===== src/rtl/dmem_port_arbiter_pkg.sv =====
// Shared definitions for the data-memory port arbiter.
// Contents:
//   PORT_CPU / PORT_DMA      index of each requester in the grant vector
//   DMEM_ADDR_BITS           word-address width of the data memory (512 words)
//   DEFAULT_STARVE_LIMIT     denied cycles of the DMA port before it is forced a grant
//   STARVE_CTR_BITS          width of the starvation counter
//   addr_in_range()          word-aligned and inside the memory
package dmem_port_arbiter_pkg;

    localparam int PORT_CPU             = 0;
    localparam int PORT_DMA             = 1;
    localparam int DMEM_ADDR_BITS       = 9;
    localparam int DEFAULT_STARVE_LIMIT = 4;
    localparam int STARVE_CTR_BITS      = 4;

    // Byte address must be word aligned and must not touch any bit above
    // the word index, otherwise the access is rejected.
    function automatic logic addr_in_range(input logic [31:0] addr, input int addr_bits);
        return ((addr >> (addr_bits + 2)) == 32'd0) && (addr[1:0] == 2'b00);
    endfunction

endpackage


===== src/rtl/dmem_starve_ctr.sv =====
// Starvation protection for the DMA port of the data-memory arbiter.
// Ports:
//   clk_i      clock
//   reset_n_i  asynchronous active-low reset
//   p1_req_i   DMA port request
//   p1_gnt_i   DMA port grant this cycle
//   force_o    DMA port must win the next cycle it requests
module dmem_starve_ctr
    import dmem_port_arbiter_pkg::*;
#(
    parameter int STARVE_LIMIT = DEFAULT_STARVE_LIMIT
) (
    input  logic clk_i,
    input  logic reset_n_i,
    input  logic p1_req_i,
    input  logic p1_gnt_i,
    output logic force_o
);

    localparam logic [STARVE_CTR_BITS-1:0] LIMIT = STARVE_CTR_BITS'(STARVE_LIMIT);

    logic [STARVE_CTR_BITS-1:0] cnt_q, cnt_d;
    logic                       force_q, force_d;

    // Count denied cycles while the DMA port waits, saturating at the limit.
    // The force flag rises on the edge the count reaches the limit and only
    // drops once the DMA port has actually been served.
    always_comb begin
        cnt_d   = cnt_q;
        force_d = force_q;
        if (p1_gnt_i || !p1_req_i) begin
            cnt_d = '0;
        end else if (cnt_q != LIMIT) begin
            cnt_d = cnt_q + 1'b1;
        end
        if (p1_gnt_i) begin
            force_d = 1'b0;
        end else if (cnt_d == LIMIT) begin
            force_d = 1'b1;
        end
    end

    always_ff @(posedge clk_i or negedge reset_n_i) begin
        if (!reset_n_i) begin
            cnt_q   <= '0;
            force_q <= 1'b0;
        end else begin
            cnt_q   <= cnt_d;
            force_q <= force_d;
        end
    end

    assign force_o = force_q;

endmodule


===== src/rtl/dmem_port_arbiter.sv =====
// Two-port arbiter in front of the single-port data memory.
// Port 0 is the CPU MEM stage (fixed priority), port 1 is the DMA/debug
// loader (protected from starvation). One access is issued per cycle; read
// data is registered and returned one cycle after the grant.
// Ports:
//   clk, reset_n                   clock, asynchronous active-low reset
//   p0_req/we/addr/wdata           CPU request
//   p0_gnt, p0_stall, p0_rvalid    CPU grant, pipeline stall, read valid
//   p1_req/we/addr/wdata           DMA request
//   p1_gnt, p1_rvalid              DMA grant, read valid
//   rdata                          registered read data shared by both ports
//   addr_err                       pulse after a granted out-of-range access
//   mem_addr/wdata/read/write      to the memory
//   mem_rdata                      combinational read data from the memory
module dmem_port_arbiter
    import dmem_port_arbiter_pkg::*;
#(
    parameter int ADDR_BITS    = DMEM_ADDR_BITS,
    parameter int STARVE_LIMIT = DEFAULT_STARVE_LIMIT
) (
    input  logic        clk,
    input  logic        reset_n,
    input  logic        p0_req,
    input  logic        p0_we,
    input  logic [31:0] p0_addr,
    input  logic [31:0] p0_wdata,
    output logic        p0_gnt,
    output logic        p0_stall,
    output logic        p0_rvalid,
    input  logic        p1_req,
    input  logic        p1_we,
    input  logic [31:0] p1_addr,
    input  logic [31:0] p1_wdata,
    output logic        p1_gnt,
    output logic        p1_rvalid,
    output logic [31:0] rdata,
    output logic        addr_err,
    output logic [31:0] mem_addr,
    output logic [31:0] mem_wdata,
    output logic        mem_read,
    output logic        mem_write,
    input  logic [31:0] mem_rdata
);

    logic [1:0]  gnt;
    logic        force_dma;
    logic        sel_we;
    logic [31:0] sel_addr;
    logic [31:0] sel_wdata;
    logic        in_range;
    logic        any_gnt;

    logic        p0_rvalid_q, p0_rvalid_d;
    logic        p1_rvalid_q, p1_rvalid_d;
    logic        addr_err_q,  addr_err_d;
    logic [31:0] rdata_q,     rdata_d;

    dmem_starve_ctr #(
        .STARVE_LIMIT (STARVE_LIMIT)
    ) u_starve_ctr (
        .clk_i     (clk),
        .reset_n_i (reset_n),
        .p1_req_i  (p1_req),
        .p1_gnt_i  (gnt[PORT_DMA]),
        .force_o   (force_dma)
    );

    // Single winner per cycle. Grants are held off during reset so that no
    // memory strobe can leak out while reset_n is low.
    always_comb begin
        gnt = 2'b00;
        if (reset_n) begin
            if (force_dma && p1_req) begin
                gnt[PORT_DMA] = 1'b1;
            end else if (p0_req) begin
                gnt[PORT_CPU] = 1'b1;
            end else if (p1_req) begin
                gnt[PORT_DMA] = 1'b1;
            end
        end
    end

    // The DMA port only steers the memory bus when it holds the grant;
    // otherwise (including idle) the CPU port drives address and data.
    always_comb begin
        sel_we    = p0_we;
        sel_addr  = p0_addr;
        sel_wdata = p0_wdata;
        if (gnt[PORT_DMA]) begin
            sel_we    = p1_we;
            sel_addr  = p1_addr;
            sel_wdata = p1_wdata;
        end
    end

    assign any_gnt   = |gnt;
    assign in_range  = addr_in_range(sel_addr, ADDR_BITS);
    assign mem_addr  = sel_addr;
    assign mem_wdata = sel_wdata;
    assign mem_write = any_gnt &  sel_we & in_range;
    assign mem_read  = any_gnt & ~sel_we & in_range;

    assign p0_gnt   = gnt[PORT_CPU];
    assign p1_gnt   = gnt[PORT_DMA];
    assign p0_stall = p0_req & ~gnt[PORT_CPU];

    // A rejected read still completes with zero data so the requester is
    // never left waiting; rdata otherwise holds its last read value.
    always_comb begin
        p0_rvalid_d = gnt[PORT_CPU] & ~sel_we;
        p1_rvalid_d = gnt[PORT_DMA] & ~sel_we;
        addr_err_d  = any_gnt & ~in_range;
        rdata_d     = rdata_q;
        if (any_gnt && !sel_we) begin
            rdata_d = in_range ? mem_rdata : 32'd0;
        end
    end

    always_ff @(posedge clk or negedge reset_n) begin
        if (!reset_n) begin
            p0_rvalid_q <= 1'b0;
            p1_rvalid_q <= 1'b0;
            addr_err_q  <= 1'b0;
            rdata_q     <= 32'd0;
        end else begin
            p0_rvalid_q <= p0_rvalid_d;
            p1_rvalid_q <= p1_rvalid_d;
            addr_err_q  <= addr_err_d;
            rdata_q     <= rdata_d;
        end
    end

    assign p0_rvalid = p0_rvalid_q;
    assign p1_rvalid = p1_rvalid_q;
    assign addr_err  = addr_err_q;
    assign rdata     = rdata_q;

endmodule


===== config.mk =====
export PLATFORM = sky130hd
export DESIGN_NAME = dmem_port_arbiter
export DESIGN_NICKNAME = d
export VERILOG_FILES = /design/src/rtl/dmem_port_arbiter_pkg.sv /design/src/rtl/dmem_starve_ctr.sv /design/src/rtl/dmem_port_arbiter.sv
export SDC_FILE = /design/constraint.sdc
export NUM_CORES = 1
export LEC_CHECK = 0
export CORE_AREA = 2 2 105 107
export CTS_CLUSTER_SIZE = 28
export DETAILED_ROUTE_END_ITERATION = 10
export DIE_AREA = 0 0 107 109
export DONT_BUFFER_PORTS = 1
export PLACE_DENSITY_LB_ADDON = 0.25
export REMOVE_ABC_BUFFERS = 1
export SETUP_SLACK_MARGIN = 0.05
export SLEW_MARGIN = 15
export SYNTH_ARGS = -nofsm -noshare
export SYNTH_HDL_FRONTEND = slang
export SYNTH_HIERARCHICAL = 1
export SYNTH_SLANG_ARGS = --single-unit

===== constraint.sdc =====
create_clock -name clk -period 3.8 [get_ports clk]
set_clock_uncertainty 0.05 [all_clocks]
set_input_delay 0.38 -clock clk [delete_from_list [all_inputs] [get_ports clk]]
set_output_delay 0.38 -clock clk [all_outputs]
set_load 0.05 [all_outputs]

==> summary.txt <==
Cells and area
  • Nets: 487
  • Post-layout util: about a third
  • Multi-input gate area: around 1800 µm²
  • Area Growth Syn to Fin: 9.20%
  • Layout filler cell count: 1095
  • Ratio of cells with drive above 1 in the final layout: about 30%
  • Final Cell Area: between 3000 and 4000 µm²
  • Reg area: about 1000 µm²

Yosys
  • Syn. warnings: 6
  • Async SR Flop Fraction: 100%
  • Number of enable flip-flop cells after synthesis: 0
  • Post-synthesis sequential area ratio: between 30% and 40%
  • Synth Area per Inst: between 9 and 10 µm²
  • Leading register cell type out of synthesis: dfrtp_1
  • Synth cell types: 38
  • Seq cells post-synth: 40
  • Mapped Cells: about 330
  • Area of the mapped netlist: slightly above 3000 µm²

Die
  • Die Y: roughly 110 µm
  • Die footprint: 11700 µm²
  • Initial Util: 28.7%
  • Row cnt: 38
  • Die X-Extent: 107 µm
  • I/O Pins: 270
  • Core ar.: 10600 µm²

Power and ir drop
  • Sw frac: 42.2%
  • Power per cell area: approximately 370 nW/µm²
  • VDD IR max: roughly 160 µV
  • Sw Pwr: 515 µW
  • Gate power share: between 30% and 40%
  • Sequential share of power: around 36%
  • Internal: 705 µW
  • Clk pwr share: 29.0%
  • P_leak: about 0.0016 µW

Route
  • Initial drt markers: around 210
  • Vias per Instance: between 5 and 6
  • ANT nets after route: 0
  • Via count: 2593
  • Drt wl/cell: between 20 and 30 µm
  • First-pass detailed-route iteration total: 4
  • DR DRC count: 0
  • Detailed Route WL: about 12 mm

Clock tree
  • H-tree Lvls: 2
  • Post-CTS setup buffers: 0
  • Reg clk slew, reported paths: approximately 0.08 ns
  • Cts bufs inserted: 5
  • TritonCTS clock tree: built
  • Hold-fix buffers at CTS: 2
  • Clock insertion delay at the later pin of the skew report: around 0.30 ns
  • Sinks on the clock net: 40
  • Root buffer cell: clkbuf_8
  • Clock Tree Buf Depth: 2
  • Post-cts gate resize count: 0

Critical path
  • CP top delay family: simple AND/OR/NAND/NOR gates
  • Slowest CP cell: mux2_2
  • WP buf/inv: 1
  • Critical path, cell by cell: nor4_1 -> nand4_1 -> mux2_2 -> nor4b_2 -> buf_4
  • Critical Path Source Type: primary input
  • Crit Path Category: primary input to primary output
  • Worst endpoint data arrival time: about 2.3 ns
  • Crit end category: primary output
  • Critical Path Fanout Max: 35
  • Critical path data required time: 3.37 ns
  • Slowest stage delay, CP: 0.63 ns

Hold path
  • Hold WC Path Type: primary input to flop

Place
  • PortBufs: 0
  • Final Wtd Congestion: 1.07
  • Detail Placement HPWL: ~9.8 mm
  • Post-DP Area: ~3200 µm²

GRT
  • Grt total ovfl: 0
  • Gr usage total: 19.3%
  • Largest net degree at the start of global routing: 65
  • Vias in the first global route: 2412
  • Antenna violations before repair: 1
  • Global-route wire length before repair: between 15 and 20 mm

STA
  • RSZ-0062 raised after global routing: no
  • Setup TNS: 0 ns
  • Max-slew violation count: 0
  • Final setup violation count: 0
  • Slew @ Worst Pin: 1.05 ns
  • Period utilization: 72.2%
  • Hold Vio Cnt, Final: 0
  • Final worst path period need: 2.74 ns
  • Fmax: roughly 360 MHz
  • Slew HR: between 30% and 40%

Run
  • Max Cap Violations: 0

Run status
  • Outcome: finished clean
-- registers in the layout, indices dropped and copies added, names as in the netlist --
register,flops
u_starve_ctr/cnt_q,4
p0_rvalid,1
p1_rvalid,1
rdata,32
u_starve_ctr/force_o,1
addr_err,1
-- logic make-up after synthesis --
| family | synth area share, % |
|---|---|
| flip-flops | 32.9 |
| multiplexers | 17.0 |
| AO/OA/AOI/OAI | 17.1 |
| adder cells (fa/ha/maj) | 0.821 |
| buffers and inverters | 8.87 |
| AND/OR/NAND/NOR | 23.3 |
-- area by class of cell --
class | instances | share of cell area, %
antenna | 1 | 0.0752
clock buffer | 5 | 2.07
clock inverter | 3 | 1.28
inverter | 39 | 4.40
multi-input combinational | 223 | 54.1
sequential | 40 | 30.1
tap | 140 | 5.27
timing repair buffer | 10 | 2.71
-- power by group through the flow --
| stage | logic [µW] | clock network [µW] | registers, µW |
|---|---|---|---|
| after floorplan | 362 | 0 | 450 |
| after global placement | 414 | 0 | 452 |
| after detailed placement | 414 | 0 | 452 |
| after CTS | 428 | 367 | 444 |
| after global routing | 442 | 379 | 444 |
| final | 423 | 354 | 443 |
-- final timing paths --
path	startpoint	end	slack, ns	cells past startpoint
max	p1_addr[28]	mem_write	1.06	5
min in group asynchronous	reset_n	rdata[14]$_DFFE_PN0P_	0.49	2
max reg2reg	u_starve_ctr/force_o$_DFFE_PN0P_	rdata[6]$_DFFE_PN0P_	1.50	6
max in group asynchronous	reset_n	rdata[24]$_DFFE_PN0P_	3.00	2
min reg2reg	u_starve_ctr/force_o$_DFFE_PN0P_	u_starve_ctr/force_o$_DFFE_PN0P_	0.48	2
min	reset_n	addr_err$_DFF_PN0_	0.16	1
-- layout by cell type, fill, tap and decap left out, types with 3 or more instances in the layout --
master	count
mux2_2	42
nand4_1	3
nor3_1	3
nor4_1	4
nand3_1	33
o41ai_1	6
nand3b_1	3
o41ai_2	27
nand2_1	71
buf_4	8
dfrtp_1	40
inv_1	38
clkbuf_8	5
-- metrics by stage --
| stage | cells | hold slack [ns] | power [µW] | worst slack, ns |
|---|---|---|---|---|
| floorplan | 302 | 0.0344 | 812 | -2.38 |
| global placement | 450 | 0.0354 | 866 | 0.859 |
| detailed placement | 450 | 0.0356 | 867 | 0.912 |
| CTS | 460 | 0.150 | 1240 | 0.908 |
| global route | 460 | 0.156 | 1270 | 0.898 |
| finish | 461 | 0.161 | 1220 | 1.06 |
-- routing by layer --
metal / track usage (%) / wire length, µm
met1: 23.9 / 4710
met2: 31.3 / 5570
met3: 7.83 / 1360
met4: 5.38 / 282
met5: 0 / 10
-- synthesized netlist by cell type, types with 2 or more instances --
library cell | number | share of area, %
nor3_1 | 3 | 0.49
nand3b_1 | 3 | 0.74
o41ai_2 | 27 | 14
inv_1 | 38 | 4.7
nor2_1 | 2 | 0.25
ha_1 | 2 | 0.82
clkbuf_1 | 9 | 1.1
nor2b_1 | 2 | 0.41
buf_1 | 3 | 0.37
buf_2 | 9 | 1.5
or4_4 | 2 | 0.74
dfrtp_1 | 40 | 33
nor4_1 | 4 | 0.82
and3_1 | 2 | 0.41
or4_1 | 2 | 0.49
nand2_1 | 71 | 8.7
nand4_1 | 3 | 0.62
nor4_4 | 2 | 1.4
mux2_2 | 42 | 16
o41ai_1 | 6 | 1.7
buf_6 | 3 | 1.1
nand2b_1 | 2 | 0.41
nand3_1 | 34 | 5.6
(Power assumes the default switching activity.)
